## src/rtl/level_draw_arbiter_pkg.sv

```systemverilog
// Shared types and constants for the level draw arbiter: FSM states,
// transparent colour key and edge-code bit positions.
package level_draw_arbiter_pkg;

   typedef enum logic [1:0] {
      IDLE   = 2'd0,
      ACCUM  = 2'd1,
      REPORT = 2'd2
   } arb_state_t;

   localparam logic [7:0] TRANSPARENT_ENCODING = 8'hFF;

   localparam int EDGE_LEFT   = 3;
   localparam int EDGE_TOP    = 2;
   localparam int EDGE_RIGHT  = 1;
   localparam int EDGE_BOTTOM = 0;

   // Edge code contributed by one pixel: the level's code when it is a hit, else nothing.
   function automatic logic [3:0] hit_code(input logic hit, input logic [3:0] code);
      logic [3:0] masked;
      masked              = 4'h0;
      masked[EDGE_LEFT]   = hit & code[EDGE_LEFT];
      masked[EDGE_TOP]    = hit & code[EDGE_TOP];
      masked[EDGE_RIGHT]  = hit & code[EDGE_RIGHT];
      masked[EDGE_BOTTOM] = hit & code[EDGE_BOTTOM];
      return masked;
   endfunction

endpackage

```

## src/rtl/level_draw_arbiter_mux.sv

```systemverilog
// Combinational priority compositor: lowest-index requesting, non-transparent
// layer wins; background colour otherwise.
module layer_priority_mux #(
   parameter int         NUM_LAYERS           = 4,
   parameter logic [7:0] TRANSPARENT_ENCODING = 8'hFF,
   parameter logic [7:0] BACKGROUND_RGB       = 8'h00
) (
   input  logic [NUM_LAYERS-1:0]   req,
   input  logic [NUM_LAYERS*8-1:0] rgb,
   output logic [7:0]              pixel
);

   logic [NUM_LAYERS-1:0] qualify;

   generate
      for (genvar gi = 0; gi < NUM_LAYERS; gi++) begin : g_qualify
         assign qualify[gi] = req[gi] && (rgb[8*gi +: 8] != TRANSPARENT_ENCODING);
      end
   endgenerate

   // Scan from the lowest priority upward so layer 0 overwrites last.
   always_comb begin
      pixel = BACKGROUND_RGB;
      for (int k = NUM_LAYERS - 1; k >= 0; k--) begin
         if (qualify[k]) begin
            pixel = rgb[8*k +: 8];
         end
      end
   end

endmodule

```

## src/rtl/level_draw_arbiter.sv

```systemverilog
// Layer compositor plus per-frame player/level collision detector with an
// edge-code report and a saturating collision-frame counter.
module level_draw_arbiter #(
   parameter int         NUM_LAYERS           = 4,
   parameter logic [7:0] TRANSPARENT_ENCODING = level_draw_arbiter_pkg::TRANSPARENT_ENCODING,
   parameter logic [7:0] BACKGROUND_RGB       = 8'h00
) (
   input  logic                    clk,
   input  logic                    resetN,
   input  logic                    startOfFrame,
   input  logic [NUM_LAYERS-1:0]   layerDrawingRequest,
   input  logic [NUM_LAYERS*8-1:0] layerRGB,
   input  logic [3:0]              levelHitEdgeCode,
   input  logic                    collisionEnable,
   input  logic                    clearCount,
   output logic [7:0]              RGBout,
   output logic                    collision,
   output logic [3:0]              collisionEdgeCode,
   output logic [7:0]              collisionCount
);

   import level_draw_arbiter_pkg::*;

   arb_state_t state;
   logic [3:0] accumulator;
   logic [3:0] snapshot;
   logic [7:0] composite;
   logic       pixel_hit;
   logic [3:0] pixel_code;
   logic       report_now;

   layer_priority_mux #(
      .NUM_LAYERS           (NUM_LAYERS),
      .TRANSPARENT_ENCODING (TRANSPARENT_ENCODING),
      .BACKGROUND_RGB       (BACKGROUND_RGB)
   ) u_mux (
      .req   (layerDrawingRequest),
      .rgb   (layerRGB),
      .pixel (composite)
   );

   assign pixel_hit  = layerDrawingRequest[0] & layerDrawingRequest[1] & collisionEnable;
   assign pixel_code = hit_code(pixel_hit, levelHitEdgeCode);

   // The frame summary is published on the edge entering REPORT so the pulse
   // lines up with the REPORT cycle; the snapshot gates that pulse.
   assign report_now = (state == ACCUM) && startOfFrame && (accumulator != 4'h0);
   assign collision  = (state == REPORT) && (snapshot != 4'h0);

   always_ff @(posedge clk or negedge resetN) begin
      if (!resetN) begin
         state             <= IDLE;
         RGBout            <= BACKGROUND_RGB;
         collisionEdgeCode <= 4'h0;
         collisionCount    <= 8'h00;
         accumulator       <= 4'h0;
         snapshot          <= 4'h0;
      end else begin
         RGBout <= composite;

         case (state)
            IDLE: begin
               if (startOfFrame) begin
                  accumulator <= pixel_code;
                  state       <= ACCUM;
               end
            end
            ACCUM: begin
               if (startOfFrame) begin
                  snapshot    <= accumulator;
                  accumulator <= pixel_code;
                  state       <= REPORT;
                  if (accumulator != 4'h0) begin
                     collisionEdgeCode <= accumulator;
                  end
               end else begin
                  accumulator <= accumulator | pixel_code;
               end
            end
            REPORT: begin
               // A startOfFrame here is illegal and treated as an ordinary pixel.
               accumulator <= accumulator | pixel_code;
               state       <= ACCUM;
            end
            default: state <= IDLE;
         endcase

         if (clearCount) begin
            collisionCount <= 8'h00;
         end else if (report_now && (collisionCount != 8'hFF)) begin
            collisionCount <= collisionCount + 8'd1;
         end
      end
   end

endmodule

```

## config.mk

```make
export PLATFORM = sky130hd
export DESIGN_NAME = level_draw_arbiter
export DESIGN_NICKNAME = d
export VERILOG_FILES = /design/src/rtl/level_draw_arbiter_pkg.sv /design/src/rtl/level_draw_arbiter_mux.sv /design/src/rtl/level_draw_arbiter.sv
export SDC_FILE = /design/constraint.sdc
export NUM_CORES = 1
export LEC_CHECK = 0
export BUFFER_PORTS_ARGS = -buffer_cell sky130_fd_sc_hd__buf_2
export CAP_MARGIN = 20
export CORE_AREA = 2 2 63 59
export CTS_BUF_LIST = sky130_fd_sc_hd__clkbuf_2
export DETAILED_ROUTE_END_ITERATION = 8
export DIE_AREA = 0 0 65 61
export PLACE_DENSITY_LB_ADDON = 0.15
export SYNTH_ARGS = -nofsm -noshare
export SYNTH_HDL_FRONTEND = slang
export SYNTH_SLANG_ARGS = --single-unit
```

## constraint.sdc

```tcl
create_clock -name clk -period 4.13 [get_ports clk]
set_input_delay 0.826 -clock clk [delete_from_list [all_inputs] [get_ports clk]]
set_output_delay 0.826 -clock clk [all_outputs]
set_load 0.05 [all_outputs]
```

## Word-level counts from Yosys, hierarchy flattened

Index checks and enable logic that the tools add are counted.

- Mux-type cells: 12
- Eq/ne operators: 9
- Bitwise gates (word level): 7
- Reduce and logical (&&, ||, !) cells: 17
- Add/subtract/negate cells: 1

Operators by type and width:

| operator | number |
|---|---|
| $mux W8 | 6 |
| $ne A8 B8 Y1 const B | 5 |
| $pmux W4 S3 | 1 |
| $add A8 B1 Y8 const B | 1 |
| $logic_and A1 B1 Y1 | 8 |
| $mux W4 | 2 |
| $reduce_bool A4 Y1 | 2 |
| $and A1 B1 Y1 | 6 |
| $pmux W2 S3 | 1 |
| $reduce_and A2 Y1 | 3 |
| $mux W2 | 2 |
| $ne A2 B2 Y1 const B | 2 |
| $or A4 B4 Y4 | 1 |
| $reduce_and A3 Y1 | 1 |
| $reduce_bool A3 Y1 | 1 |
| $eq A2 B1 Y1 const B | 1 |
| $eq A2 B2 Y1 const B | 1 |
| $logic_not A2 Y1 | 1 |
| $reduce_bool A2 Y1 | 1 |

- Input bits: 45
- Register bits: 30
- Output and inout bits: 21

## Depth between registers and ports, before layout

Gate-level depths: netlist (run 1).

- Word-level depth: 6
- Depth in mapped cells: 8
- Depth with buffers taken out: 6

## Modules after synthesis

A second synthesis (run 1) with hierarchy kept.

- Cells, all modules: 159
- Area total of the unflattened synthesis: 1670.4 um^2

By module, submodules not included:

| module | cells an instance | area each (um^2) | times used |
|---|---|---|---|
| level_draw_arbiter | 104 | 1305.0 | 1 |
| layer_priority_mux | 55 | 365.4 | 1 |

## Least setup slack after synthesis (run 1)

Ideal clock, no wire load.

- Path type: register -> output
- From: register state[0]
- To: output collision
- Setup slack: 1.953 ns
- Cell stages (with the launch flop): 5
- Required time: 3.304 ns
- Arrival time: 1.351 ns
- Cell sequence: dfrtp_1 -> inv_1 -> ha_1 -> inv_1 -> nor2_1

- Word-level cells in the longest chain between the ends: 2

Ends and longest elaborated chain:

| item | line | text |
|---|---|---|
| from (decl) | level_draw_arbiter.sv:24 | `arb_state_t state;` |
| from (signal assigned) | level_draw_arbiter.sv:52 | `state <= IDLE;` |
| from (signal assigned) | level_draw_arbiter.sv:65 | `state <= ACCUM;` |
| from (signal assigned) | level_draw_arbiter.sv:72 | `state <= REPORT;` |
| $eq A2 B2 Y1 | level_draw_arbiter.sv:48 | `assign collision = (state == REPORT) && (snapshot != 4'h0);` |
| $logic_and A1 B1 Y1 | level_draw_arbiter.sv:48 |  |
| to (decl) | level_draw_arbiter.sv:17 | `output logic collision,` |

Every way passes these cells.

## Worst setup path after layout (run 1)

Ends and elaborated chain as after synthesis.

==> impl_metrics.csv, run 1 <==
group,metric,value,unit
worst_hold_path,min-delay-path-class,"input pin to async pin",
sta,skew,0.0215,ns
setup_path,arrival,1.52,ns
logic_synthesis,syn_area_per_cell,10.2,um2
setup_path,worst-setup-path-type,"register to primary output",
flow_run,maxCapViolations,0,
place,hpwl,3.09,mm
cells_and_area,area_delta_synth_final,22.2,%
setup_path,worstSetupEndpointType,"primary output",
logic_synthesis,synth_ff_type,"dfrtp_1",
logic_synthesis,synth-seq-area-share,44.2,%
cts,cts_tree,"built",
setup_path,slowest_delay,0.43,ns
sta,rsz0062_at_grt,"false",
setup_path,crit_path_top_delay_cell,"dfrtp_1",
route,post_drt_via_cell_ratio,5.57,
cts,clkSlewWorstSetupHoldPaths,0.16,ns
route,wl,3.87,mm
cts,clock-sinks,30,
power,sw_frac_of_total,42.4,%
floorplan,die_h,61,um
floorplan,core,3280,um2
global_route,grt_pass1_vias,1448,
logic_synthesis,netlist_instances,167,
global_route,grt_first_pass_wirelength,6.32,mm
sta,fmax,426,MHz
floorplan,initial_utilization,51.8,%
cells_and_area,multiInputGateArea,886,um2
status,status,"complete, no violations",
logic_synthesis,synth_edf_count,0,
cts,clkLatencyLatePin,0.36,ns
power,pwr-share-comb,42.0,%
power,p_int,526,uW
setup_path,cp_common_cell,"inv_1",
cts,cts_root_buf,"clkbuf_2",
cts,cts_setup_buffers,0,
cells_and_area,diodes,0,
cells_and_area,drive_gt1_share,34.5,%
power,power.switching,387,uW
route,via_count,1555,
floorplan,ios,66,
global_route,grt_usage,21.4,%
sta,min_period,2.35,ns
logic_synthesis,synth_warnings,0,
cts,cts_buffer_depth,2,
cts,cts_resized,0,
cts,cts_buffers,5,
sta,tightest_slew,0.639,ns
logic_synthesis,synth.cell_area,1700,um2
floorplan,num_rows,20,
setup_path,startpoint_type,"register",
route,wl_per_cell,13.9,um
global_route,antenna_found_initial,0,
floorplan,die_area,3970,um2
global_route,grt_overflow,0,
setup_path,cp.required,3.30,ns
logic_synthesis,ys_ff_latch,30,
sta,finalCritPeriodShare,56.8,%
cts,cts_max_level,2,
sta,hold_violations,0,
setup_path,crit_chain,"inv_1 > ha_1 > inv_1 > nor2_1 > buf_2",
power,peakVddDrop,0.166,mV
logic_synthesis,syn-num-nets,217,
cells_and_area,finalNetCount,284,
setup_path,cp_max_fo,3,
cells_and_area,utilization,63.3,%
cts,cts_hold_buf,0,
global_route,grt_max_degree,31,
logic_synthesis,ys_types,40,
cells_and_area,seq_area,751,um2
place,gp_congestion,0.849,
floorplan,fp.dieW,65,um
cells_and_area,fillCellCount,269,
logic_synthesis,synth-async-reset-ratio,100,%
route,drtIter0Drc,123,
power,p_clk_share,15.0,%
place,portBuffers,65,
power,p_per_area,440,nW/um2
sta,slew_viol_final,0,
power,p_seq_share,43.0,%
sta,setup-tns-final,0,ns
route,drc,0,
sta,setup_viol,0,
route,firstDrtPassIters,4,
route,ant_nets,0,
sta,slew_headroom,57.0,%
power,p_leak,0.00101,uW
[power by group through the flow]
stage	combinational (uW)	clock [uW]	sequential [uW]
after global placement	368	0	395
after CTS	383	141	393
after detailed placement	382	0	399
final	384	137	393
after global routing	419	155	402
after floorplan	224	0	466
[placed cells by master, fill, tap and decap left out, types with 2 or more instances in the layout]
master and instances:
o21ai_0 3, a21oi_1 4, nor3_1 5, nor2b_1 4, dfrtp_1 30, buf_2 65, o21bai_1 2, nor4_4 2
nand2b_1 8, nor4_1 3, mux2i_1 8, a22o_1 4, a31oi_1 10, nand3_1 13, inv_1 5, nand2_1 12
ha_1 5, a32o_1 4, nand4_1 9, mux2_1 2, mux2_2 4, nor2_1 8, clkbuf_2 6, o21a_1 2
[per-layer routing]
metal | up-vias | part of all wire (%) | track usage, % | routed length (um)
li1 | 764 | - | - | -
met1 | 726 | 41 | 23.8 | 1580
met2 | 59 | 50 | 38.6 | 1920
met3 | 6 | 6.9 | 5.38 | 267
met4 | 0 | 2.5 | 11.2 | 97
met5 | - | 0 | 0 | 0
[stage by stage]
stage | cell area (um2) | hold WS [ns] | worst slack, ns | cells | power [uW]
global placement | 2040 | 0.483 | 1.85 | 271 | 764
finish | 2070 | 0.451 | 1.78 | 279 | 913
detailed placement | 2040 | 0.483 | 1.79 | 271 | 781
floorplan | 1700 | 0.480 | 1.95 | 167 | 690
global route | 2070 | 0.471 | 1.66 | 279 | 976
CTS | 2070 | 0.457 | 1.76 | 279 | 917
[cell usage after synthesis, drive strengths merged, types with 5 or more instances]
cell type / instances / area share, %
nand4: 9 / 3.3
nor2: 8 / 1.8
nor3: 5 / 1.5
buf: 5 / 2.5
mux2: 6 / 4.0
a31oi: 10 / 3.7
nand2b: 8 / 2.9
o21ai: 5 / 1.7
nor4: 6 / 4.3
dfrtp: 30 / 44
nand2: 13 / 3.3
nand3: 13 / 3.8
ha: 5 / 3.7
inv: 5 / 1.1
mux2i: 8 / 4.7
[logic make-up (layout without fill, tap and decap cells)]
kind of cell               count (synthesis)  count (layout)  synth area share [%]
AOI/OAI and AO/OA                         35              35                  14.6
buffers and inverters                     10              78                  3.61
and+or+nand+nor                           73              73                  25.2
adders and majority gates                  5               5                  3.68
DFF                                       30              30                  44.2
muxes                                     14              14                  8.70
[sequential cells by signal, indices dropped and copies added (netlist names)]
register,cells
accumulator,4
snapshot,4
collisionCount,8
state,2
RGBout,8
collisionEdgeCode,4
[worst max-delay path, delay by kind of cell, from the launching register on]
kind / cells / cell delay [ns]
AND/OR/NAND/NOR: 1 / 0.10
adder cells (fa/ha/maj): 1 / 0.20
buffers and inverters: 3 / 0.44
flip-flops: 1 / 0.43
[path summary, 6_finish.rpt]
kind | startpoint | to | slack, ns | depth (start not counted)
worst max-delay path | state[0] | collision | 1.78 | 5
worst min-delay path | resetN | collisionCount[3] | 0.45 | 1
worst max register to register | state[1] | collisionCount[6] | 1.95 | 6
worst min register to register | collisionEdgeCode[2] | collisionEdgeCode[2] | 0.51 | 1
max in group asynchronous | resetN | collisionCount[1] | 3.24 | 1
min in group clk | collisionEdgeCode[2] | collisionEdgeCode[2] | 0.51 | 1
[cell type report]
type                    count  share of cell area, %
well taps                  44                   2.65
multi-input cells         127                   42.7
clock inverters             2                  0.422
repair buffers             65                   15.7
inverters                   5                  0.905
flip-flops and latches     30                   36.2
clock buffers               6                   1.45
No activity file was read; power rests on OpenSTA's default activity.
==> run 2, diff against run 1 <==
Settings changed: CORE_AREA 2 2 63 59 to 2 2 68 64, DIE_AREA 0 0 65 61 to 0 0 70 66.
Clock period 4.13 ns to 2 ns, I/O delays scaled along.
==> run 2 against run 1 <==
Net effect: register-to-register slack got worse by 1.8 ns; total power increased by 120%; global-route usage is 3.5 points lower; wire length decreased by 0.75%; combinational power up 130%; first-iteration DRC count fell by 12%; via count down 0.13%; largest power group is now combinational logic.
==> impl_metrics.csv, run 2 (synthesis results as in run 1) <==
group,metric,value,unit
cts,clkSlewWorstSetupHoldPaths,0.16,ns
floorplan,fp.dieW,70,um
sta,skew,0.0189,ns
floorplan,core,3910,um2
sta,setup_viol,0,
setup_path,cp_max_fo,7,
floorplan,die_h,66,um
route,drtIter0Drc,108,
power,p_leak,0.00105,uW
cts,clock-sinks,30,
place,portBuffers,65,
sta,rsz0062_at_grt,"false",
setup_path,critPathCapture,"collisionCount[0]",
sta,setup-tns-final,0,ns
cts,cts_buffer_depth,2,
cells_and_area,drive_gt1_share,37.3,%
cells_and_area,finalNetCount,293,
route,wl,3.84,mm
cts,cts_buffers,5,
setup_path,cp.required,2.28,ns
sta,slew_viol_final,0,
cells_and_area,mostFrequentLayoutCell,"buf_2",
cells_and_area,diodes,0,
global_route,grt_pass1_vias,1443,
cells_and_area,fillCellCount,352,
setup_path,rrSetupSlack,0.13,ns
route,drc,0,
cells_and_area,top_regs,"RGBout: 8 flops, collisionCount: 8 flops",
global_route,grt_overflow,0,
setup_path,worst-setup-path-type,"register to register",
sta,layout_setup_ws,0.129,ns
cts,cts_tree,"built",
setup_path,arrival,2.16,ns
route,firstDrtPassIters,4,
route,ant_nets,0,
setup_path,critical_path.startpoint,"state[1]",
cts,clkLatencyLatePin,0.35,ns
floorplan,ios,66,
floorplan,initial_utilization,43.4,%
route,via_count,1553,
cells_and_area,multiInputGateArea,888,um2
cells_and_area,area_delta_synth_final,27.1,%
worst_hold_path,min-delay-path-class,"input pin to async pin",
power,p_per_area,919,nW/um2
status,status,"complete, no violations",
setup_path,r2r_end,"collisionCount[0]",
sta,hold_violations,0,
cts,cts_hold_buf,0,
cts,cts_root_buf,"clkbuf_2",
cells_and_area,mostFrequentLayoutCells,"buf_2 (64), dfrtp_1 (30), nand3_1 (13), nand2_1 (12), a31oi_1 (10)",
global_route,grt_first_pass_wirelength,6.51,mm
route,wl_per_cell,13.1,um
setup_path,r2r_cells,7,
floorplan,num_rows,22,
global_route,grt_max_degree,31,
sta,slew_headroom,57.2,%
global_route,grt_usage,17.9,%
place,preCtsSetupSlack,0.156,ns
sta,fmax,534,MHz
sta,min_period,1.87,ns
cells_and_area,seq_area,751,um2
global_route,antenna_found_initial,0,
route,post_drt_via_cell_ratio,5.32,
cts,cts_max_level,2,
setup_path,worstSetupEndpointType,"register",
sta,finalCritPeriodShare,93.6,%
setup_path,reg2reg_from,"state[1]",
flow_run,maxCapViolations,0,
floorplan,die_area,4620,um2
setup_path,startpoint_type,"register",
place,hpwl,3.03,mm
place,gp_congestion,0.808,
sta,tightest_slew,0.642,ns
power,peakVddDrop,0.302,mV
## run 2: cell types whose count changed in the layout (fill, tap and decap cells not counted), sizes merged
cell,delta
buf,+9
clkbuf,-1
clkinvlp,+1
## run 2: final cells by class
| type | count | area share, % |
|---|---|---|
| Clock buffer | 5 | 1.16 |
| Clock inverter | 3 | 0.754 |
| Inverter | 5 | 0.870 |
| Multi-Input combinational cell | 127 | 41.2 |
| Sequential cell | 30 | 34.8 |
| Tap cell | 48 | 2.78 |
| Timing Repair Buffer | 74 | 18.5 |
## run 2: worst max-delay path, stage by stage, from the launching register on
cell and delay (ns):
dfrtp_1 0.44, inv_1 0.09, ha_1 0.21, nand2_4 0.06
or2_1 0.32, buf_4 0.19, or3_1 0.34, a21oi_1 0.15
## run 2: how the worst min path moves through the flow
| stage | endpoint | slack (ns) | cells after the start |
|---|---|---|---|
| 3_5_place_dp | collisionCount[4] | 0.47 | 1 |
| 5_1_grt | collisionCount[3] | 0.05 | 1 |
| 4_1_cts | collisionCount[4] | 0.03 | 1 |
| 2_1_floorplan | RGBout[0] | 0.10 | 0 |
| 3_3_place_gp | collisionCount[3] | 0.47 | 1 |
| 6_report | collisionCount[4] | 0.04 | 1 |
## run 2: per-layer routing
metal,share of wire [%],GRT usage (%),up-vias
met4,0.89,6.49,0
met3,5.9,3.96,5
met2,48,29.6,56
li1,-,-,779
met5,0,0,-
met1,45,23.1,713
## run 2: where the power goes
group          leakage [uW]  switching, uW  internal, uW
combinational      0.000628            526           361
clock             0.0000264            207          79.8
sequential         0.000391           94.1           715
## run 2: metrics by stage
step           total power [uW]  cells  instance area, um2  hold slack, ns  util, %
4_1_cts                    1990    291                2140          0.0288     54.8
3_5_place_dp               1690    283                2100           0.469     53.7
3_3_place_gp               1690    283                2100           0.468     53.7
5_1_grt                    2150    292                2160          0.0465     55.2
6_report                   1980    292                2160          0.0386     55.2
2_1_floorplan              1420    167                1700           0.104        -
## run 2: repair_timing
| item | 4_1_cts | 5_1_grt |
|---|---|---|
| setup endpoints to repair | 0 | 1 |
| endpoints found under the hold margin | 0 | 0 |
| gates resized for setup | 0 | 4 |
| setup buffers | 0 | 1 |
